### src/rtl/oact_drain_if.sv
// Handshake bundles for the output-activation drain:
// vector push from the PE matrix and beat stream to the output buffer.
interface oact_push_if #(
    parameter int DATA_BITWIDTH  = 8,
    parameter int NUM_OF_WEIGHT  = 32,
    parameter int OADDR_BITWIDTH = 10
);
    logic                                    in_valid;
    logic                                    in_ready;
    logic [NUM_OF_WEIGHT*DATA_BITWIDTH-1:0]  oacts;
    logic [OADDR_BITWIDTH-1:0]               base_addr;

    modport master (
        output in_valid,
        output oacts,
        output base_addr,
        input  in_ready
    );

    modport slave (
        input  in_valid,
        input  oacts,
        input  base_addr,
        output in_ready
    );
endinterface

interface oact_beat_if #(
    parameter int DATA_BITWIDTH  = 8,
    parameter int LANES_PER_BEAT = 8,
    parameter int OADDR_BITWIDTH = 10
);
    logic                                    out_valid;
    logic                                    out_ready;
    logic [LANES_PER_BEAT*DATA_BITWIDTH-1:0] out_data;
    logic [OADDR_BITWIDTH-1:0]               out_addr;

    modport master (
        output out_valid,
        output out_data,
        output out_addr,
        input  out_ready
    );

    modport slave (
        input  out_valid,
        input  out_data,
        input  out_addr,
        output out_ready
    );
endinterface

### src/rtl/oact_drain.sv
// Output-activation drain: vector FIFO plus beat serializer.
// Define OACT_RELU_EN to clamp negative lanes to zero at push.
module oact_drain #(
    parameter int DATA_BITWIDTH  = 8,
    parameter int NUM_OF_WEIGHT  = 32,
    parameter int LANES_PER_BEAT = 8,
    parameter int FIFO_DEPTH     = 4,
    parameter int OADDR_BITWIDTH = 10
) (
    input  logic       clk,
    input  logic       rst,
    oact_push_if.slave push,
    oact_beat_if.master beat,
    output logic       busy,
    output logic       overflow
);

    localparam int VW    = NUM_OF_WEIGHT * DATA_BITWIDTH;
    localparam int BW    = LANES_PER_BEAT * DATA_BITWIDTH;
    localparam int BEATS = NUM_OF_WEIGHT / LANES_PER_BEAT;
    localparam int BCW   = (BEATS > 1) ? $clog2(BEATS) : 1;
    localparam int PW    = $clog2(FIFO_DEPTH);
    localparam int CW    = PW + 1;
    localparam int AW    = OADDR_BITWIDTH;

    typedef enum logic {
        IDLE,
        SEND
    } state_e;

    logic [VW-1:0]  mem_data_q [FIFO_DEPTH];
    logic [AW-1:0]  mem_addr_q [FIFO_DEPTH];

    logic [PW-1:0]  wr_ptr_q, wr_ptr_d;
    logic [PW-1:0]  rd_ptr_q, rd_ptr_d;
    logic [CW-1:0]  count_q, count_d;
    logic [VW-1:0]  shreg_q, shreg_d;
    logic [AW-1:0]  addr_q, addr_d;
    logic [BCW-1:0] bcnt_q, bcnt_d;
    logic           ovf_q, ovf_d;
    state_e         state_q, state_d;

    logic           fifo_empty;
    logic           fifo_full;
    logic           push_en;
    logic           pop_en;
    logic           fire;
    logic           last_beat;
    logic [VW-1:0]  wdata;

    assign fifo_empty = (count_q == '0);
    assign fifo_full  = (count_q == CW'(FIFO_DEPTH));

    // Occupancy is the registered count, so a same-cycle pop never frees a slot.
    assign push.in_ready = !rst && !fifo_full;
    assign push_en       = push.in_valid && push.in_ready;

`ifdef OACT_RELU_EN
    always_comb begin
        wdata = push.oacts;
        for (int k = 0; k < NUM_OF_WEIGHT; k++) begin
            if (push.oacts[k*DATA_BITWIDTH + DATA_BITWIDTH - 1]) begin
                wdata[k*DATA_BITWIDTH +: DATA_BITWIDTH] = '0;
            end
        end
    end
`else
    assign wdata = push.oacts;
`endif

    always_ff @(posedge clk) begin
        if (push_en) begin
            mem_data_q[wr_ptr_q] <= wdata;
            mem_addr_q[wr_ptr_q] <= push.base_addr;
        end
    end

    assign fire      = (state_q == SEND) && beat.out_ready;
    assign last_beat = (bcnt_q == BCW'(BEATS - 1));

    always_comb begin
        state_d = state_q;
        pop_en  = 1'b0;
        unique case (state_q)
            IDLE: begin
                if (!fifo_empty) begin
                    pop_en  = 1'b1;
                    state_d = SEND;
                end
            end
            SEND: begin
                if (fire && last_beat) begin
                    if (!fifo_empty) begin
                        pop_en = 1'b1;
                    end else begin
                        state_d = IDLE;
                    end
                end
            end
            default: begin
                state_d = IDLE;
            end
        endcase
    end

    always_comb begin
        shreg_d  = shreg_q;
        addr_d   = addr_q;
        bcnt_d   = bcnt_q;
        wr_ptr_d = wr_ptr_q + PW'(push_en);
        rd_ptr_d = rd_ptr_q + PW'(pop_en);
        count_d  = count_q + CW'(push_en) - CW'(pop_en);
        ovf_d    = ovf_q | (push.in_valid && !push.in_ready);
        if (pop_en) begin
            shreg_d = mem_data_q[rd_ptr_q];
            addr_d  = mem_addr_q[rd_ptr_q];
            bcnt_d  = '0;
        end else if (fire) begin
            shreg_d = shreg_q >> BW;
            addr_d  = addr_q + AW'(1);
            bcnt_d  = bcnt_q + BCW'(1);
        end
    end

    always_ff @(posedge clk) begin
        if (rst) begin
            state_q  <= IDLE;
            wr_ptr_q <= '0;
            rd_ptr_q <= '0;
            count_q  <= '0;
            shreg_q  <= '0;
            addr_q   <= '0;
            bcnt_q   <= '0;
            ovf_q    <= 1'b0;
        end else begin
            state_q  <= state_d;
            wr_ptr_q <= wr_ptr_d;
            rd_ptr_q <= rd_ptr_d;
            count_q  <= count_d;
            shreg_q  <= shreg_d;
            addr_q   <= addr_d;
            bcnt_q   <= bcnt_d;
            ovf_q    <= ovf_d;
        end
    end

    assign beat.out_valid = (state_q == SEND);
    assign beat.out_data  = shreg_q[BW-1:0];
    assign beat.out_addr  = addr_q;
    assign busy           = !fifo_empty || (state_q == SEND);
    assign overflow       = ovf_q;

endmodule

### src/flat_wrapper.sv
// flat-port wrapper written by rule: the top's interface ports become plain ports
module oact_drain_flat 
#(
    parameter int DATA_BITWIDTH  = 8,
    parameter int NUM_OF_WEIGHT  = 32,
    parameter int LANES_PER_BEAT = 8,
    parameter int FIFO_DEPTH     = 4,
    parameter int OADDR_BITWIDTH = 10
)
  (clk, rst, busy, overflow, push_in_valid, push_oacts, push_base_addr, push_in_ready, beat_out_valid, beat_out_data, beat_out_addr, beat_out_ready);
  oact_push_if #(.DATA_BITWIDTH(DATA_BITWIDTH), .NUM_OF_WEIGHT(NUM_OF_WEIGHT), .OADDR_BITWIDTH(OADDR_BITWIDTH)) push_i ();
  oact_beat_if #(.DATA_BITWIDTH(DATA_BITWIDTH), .LANES_PER_BEAT(LANES_PER_BEAT), .OADDR_BITWIDTH(OADDR_BITWIDTH)) beat_i ();
  input  logic clk;
  input  logic rst;
  output logic busy;
  output logic overflow;
  input wire logic [$bits(push_i.in_valid)-1:0] push_in_valid;
  input wire logic [$bits(push_i.oacts)-1:0] push_oacts;
  input wire logic [$bits(push_i.base_addr)-1:0] push_base_addr;
  output wire logic [$bits(push_i.in_ready)-1:0] push_in_ready;
  output wire logic [$bits(beat_i.out_valid)-1:0] beat_out_valid;
  output wire logic [$bits(beat_i.out_data)-1:0] beat_out_data;
  output wire logic [$bits(beat_i.out_addr)-1:0] beat_out_addr;
  input wire logic [$bits(beat_i.out_ready)-1:0] beat_out_ready;
  assign push_i.in_valid = push_in_valid;
  assign push_i.oacts = push_oacts;
  assign push_i.base_addr = push_base_addr;
  assign push_in_ready = push_i.in_ready;
  assign beat_out_valid = beat_i.out_valid;
  assign beat_out_data = beat_i.out_data;
  assign beat_out_addr = beat_i.out_addr;
  assign beat_i.out_ready = beat_out_ready;
  oact_drain #(.DATA_BITWIDTH(DATA_BITWIDTH), .NUM_OF_WEIGHT(NUM_OF_WEIGHT), .LANES_PER_BEAT(LANES_PER_BEAT), .FIFO_DEPTH(FIFO_DEPTH), .OADDR_BITWIDTH(OADDR_BITWIDTH)) u_core (.clk(clk), .rst(rst), .push(push_i), .beat(beat_i), .busy(busy), .overflow(overflow));
endmodule
### config.mk
export PLATFORM = sky130hd
export DESIGN_NAME = oact_drain_flat
export DESIGN_NICKNAME = d
export VERILOG_FILES = /design/src/rtl/oact_drain_if.sv /design/src/rtl/oact_drain.sv /design/src/flat_wrapper.sv
export SDC_FILE = /design/constraint.sdc
export NUM_CORES = 1
export LEC_CHECK = 0
export CORE_MARGIN = 10
export CORE_UTILIZATION = 63
export DETAILED_ROUTE_END_ITERATION = 16
export PLACE_DENSITY_LB_ADDON = 0.15
export SLEW_MARGIN = 20
export SYNTH_ARGS = -nofsm -noshare
export SYNTH_HDL_FRONTEND = slang
export SYNTH_SLANG_ARGS = --single-unit
### constraint.sdc
create_clock -name clk -period 42.2 [get_ports clk]
set_clock_uncertainty 0.1 [all_clocks]
set_input_delay 8.44 -clock clk [delete_from_list [all_inputs] [get_ports clk]]
set_output_delay 8.44 -clock clk [all_outputs]
set_load 0.005 [all_outputs]
==> results by group <==
Routing
  • Via density: 6.32
  • # DRC: 0
  • Total Wirelength: 116000 µm
  • Total number of vias: 27487
  • Post-route ant nets: 0
  • Initial DRC Count: 2958
  • WL per Instance: 26.6 µm
  • TritonRoute pass-1 iters: 6

Critical path
  • Worst path arrival time: 9610 ps
  • CP Class: in -> out
  • Worst R2R Start: u_core.beat.out_valid
  • Cell at the slowest stage of the critical path: clkdlybuf4s50_1
  • R2R depth: 6
  • Crit-path max FO: 74
  • CP max stage delay: 500 ps
  • RR Endpoint: u_core.shreg_q[101]
  • Crit path capture type: output pin
  • CP cell instances: buf_8, a21oi_1, clkdlybuf4s50_1
  • CP Launch Type: primary input
  • Crit path max-delay family: buffers and inverters
  • Worst R2R Setup Slack: 37810 ps
  • Bufs and invs on worst path: 2
  • Critical Path RT: 33660 ps

Die
  • Starting density of the core: 63.6%
  • Row count: 103
  • Die Area: 0.0914 mm²
  • # IOs: 348
  • DIE HEIGHT: 302 µm
  • Core ar.: 0.0790 mm²
  • Die width: 302 µm

Synth
  • Most used DFF post-synth: edfxtp_1
  • XOR/XNOR share of the synthesized area: 0.262%
  • Syn avg cell area: 17.2 µm²
  • Biggest area consumer among synthesized cells: edfxtp_1
  • Post-synth EDFFs: 1064
  • Yosys warns: 0
  • Seq/Total Area, Yosys: 74.6%
  • Mux cell area share after synthesis: 11.9%
  • Synth Instances: 2921
  • Post-synthesis cell type count: 32
  • Complex-gate fraction of the synthesized area: 4.18%
  • Post-Synthesis Cell Area: 0.0502 mm²
  • Syn_nets: 3196
  • Post-synthesis adder-cell area fraction: 0.139%
  • Simple-Gate Fraction of Synth Area: 5.93%
  • Top cell type's share of synthesized area: 63.6%
  • Largest family of logic cells by synthesized area: multiplexers
  • Number of synthesized register bits: 1341
  • Top cells by area, synth: edfxtp_1, mux4_2, dfxtp_1
  • Post-synth ARST share: 0%

Timing
  • Hold Vio Cnt, Final: 0
  • Slew headroom: 21.6%
  • Tightest Pin Transition: 1180 ps
  • Max Freq: 55.1 MHz
  • Minimum clock period: 18150 ps
  • Fin crit share: 43.0%
  • RSZ-0062 raised after global routing: no
  • Max Transition Viols Final: 0
  • Setup TNS: 0 ps
  • Endpoints failing setup: 0

Global route
  • GR peak layer: met2
  • Met2 usage: 37.9%
  • Largest net degree at the start of global routing: 214
  • First-pass GRT wire length: 173000 µm
  • Vias in the first global route: 27257
  • Initial antenna violation count: 28
  • Tot GR Track Use: 25.2%
  • Grt total ovfl: 0
  • GR Layer Usage met1: 37.2%
  • Routing usage on met3: 6.04%

Clock tree
  • CTS tree: yes
  • Clock transition at path regs: 60 ps
  • Clk_lat worst skew: 720 ps
  • CTS hold repair buffers: 0
  • CTS H-tree depth: 4
  • Post-CTS setup buffers: 0
  • Post-cts sizing count: 0
  • Clock buffer count from CTS: 135
  • Clock Tree Root: clkbuf_16
  • CTS Sinks: 1341
  • Maximum clock insertion buffer count: 3

Final layout
  • Share of cells above drive strength 1: 15.2%
  • Commonest non-fill, non-tap cell in the layout: edfxtp_1
  • Most frequent cells in the layout: edfxtp_1, nand2_1, clkdlybuf4s50_1
  • Post-route design area: 0.0582 mm²
  • Finished Layout Cells: 4352
  • Area Overhead vs Synth: 15.8%
  • Nets: 3450

Placed design
  • Placed insts: 4088
  • IO buf count: 347
  • Placed cell area: 0.0540 mm²
  • Dpl hpwl: 67300 µm
  • RePlAce Congestion: 0.792

Power and ir drop
  • Worst vdd ir: 0.0000774 V
  • Pwr dens: 62.5 mW/mm²
  • Leak pwr: 18.3 nW

Worst hold path
  • Worst Hold Depth: 2
  • WHS Endpoint: u_core.shreg_q[168]
  • Hold_sp: u_core.shreg_q[232]
  • Hold WC Path Type: reg -> reg

Status
  • Status: complete, no violations

Job
  • Max-capacitance violation count: 0
-- flip-flops by register name, summed over array words and instances (netlist names) --
name and count:
u_core.shreg_q 256, u_core.overflow 1, u_core.beat.out_addr 10, u_core.count_q 3, u_core.rd_ptr_q 2, u_core.bcnt_q 2
u_core.wr_ptr_q 2, u_core.mem_data_q 1024, u_core.mem_addr_q 40, u_core.beat.out_valid 1
-- synth_stat cells (5+ instances only) --
master	count
buf_1	9
a211oi_1	9
mux4_2	266
nand3_1	66
edfxtp_1	1064
nor3_1	5
xnor2_1	12
nand2_1	455
clkbuf_1	87
a311oi_1	193
nor2_1	212
a21oi_1	65
buf_2	72
buf_4	96
dfxtp_1	277
-- stage by stage --
stage,util [%],power [mW],hold slack (ps),setup WS [ps]
after floorplan,-,2.32,348,12710
after global placement,68.3,2.51,356,24030
after detailed placement,68.3,2.54,359,24070
after CTS,73.6,3.66,363,24070
after global routing,73.6,3.80,379,24010
final,73.7,3.64,361,24050
-- final cells by class --
| class | instances | area, µm² |
|---|---|---|
| tap | 1050 | 1310 |
| timing repair buffer | 381 | 3800 |
| clock inverter | 50 | 414 |
| fill | 4633 | 20800 |
| multi-input combinational | 1312 | 11300 |
| sequential | 1341 | 37500 |
| clock buffer | 199 | 3790 |
| antenna | 15 | 37.5 |
| inverter | 4 | 15.0 |
-- worst reg2reg max path, stage by stage (launching register included) --
cell	delay [ps]
dfxtp_1	510
a21boi_2	430
or2_4	810
buf_4	880
buf_4	1020
nor2_1	180
a311oi_1	340
-- power by group --
| group | switching [mW] | internal, mW | total (mW) |
|---|---|---|---|
| clock | 0.478 | 0.650 | 1.13 |
| sequential | 0.106 | 1.60 | 1.71 |
| combinational | 0.445 | 0.359 | 0.804 |
| total | 1.03 | 2.61 | 3.64 |
-- worst max path at each step --
| stage | from | end | slack (ps) | depth (start not counted) |
|---|---|---|---|---|
| floorplan | rst | u_core.mem_addr_q[1][0] | 12710 | 4 |
| global placement | rst | push_in_ready | 24030 | 3 |
| detailed placement | rst | push_in_ready | 24070 | 3 |
| CTS | rst | push_in_ready | 24070 | 3 |
| global route | rst | push_in_ready | 24010 | 3 |
| finish | rst | push_in_ready | 24050 | 3 |
-- metal layers --
layer,part of all wire (%),vias up,wire [µm]
li1,-,11854,-
met2,47,1274,54600
met5,0.18,-,210
met3,9.7,177,11200
met4,1.7,32,1930
met1,41,14150,47700
-- kinds of logic after synthesis --
kind of cell	count (synthesis)
mux	267
buf+inv	268
compound gates	269
fa+ha+maj	5
flops	1341
simple gates	756
xor+xnor	15
(Power assumes the default switching activity.)
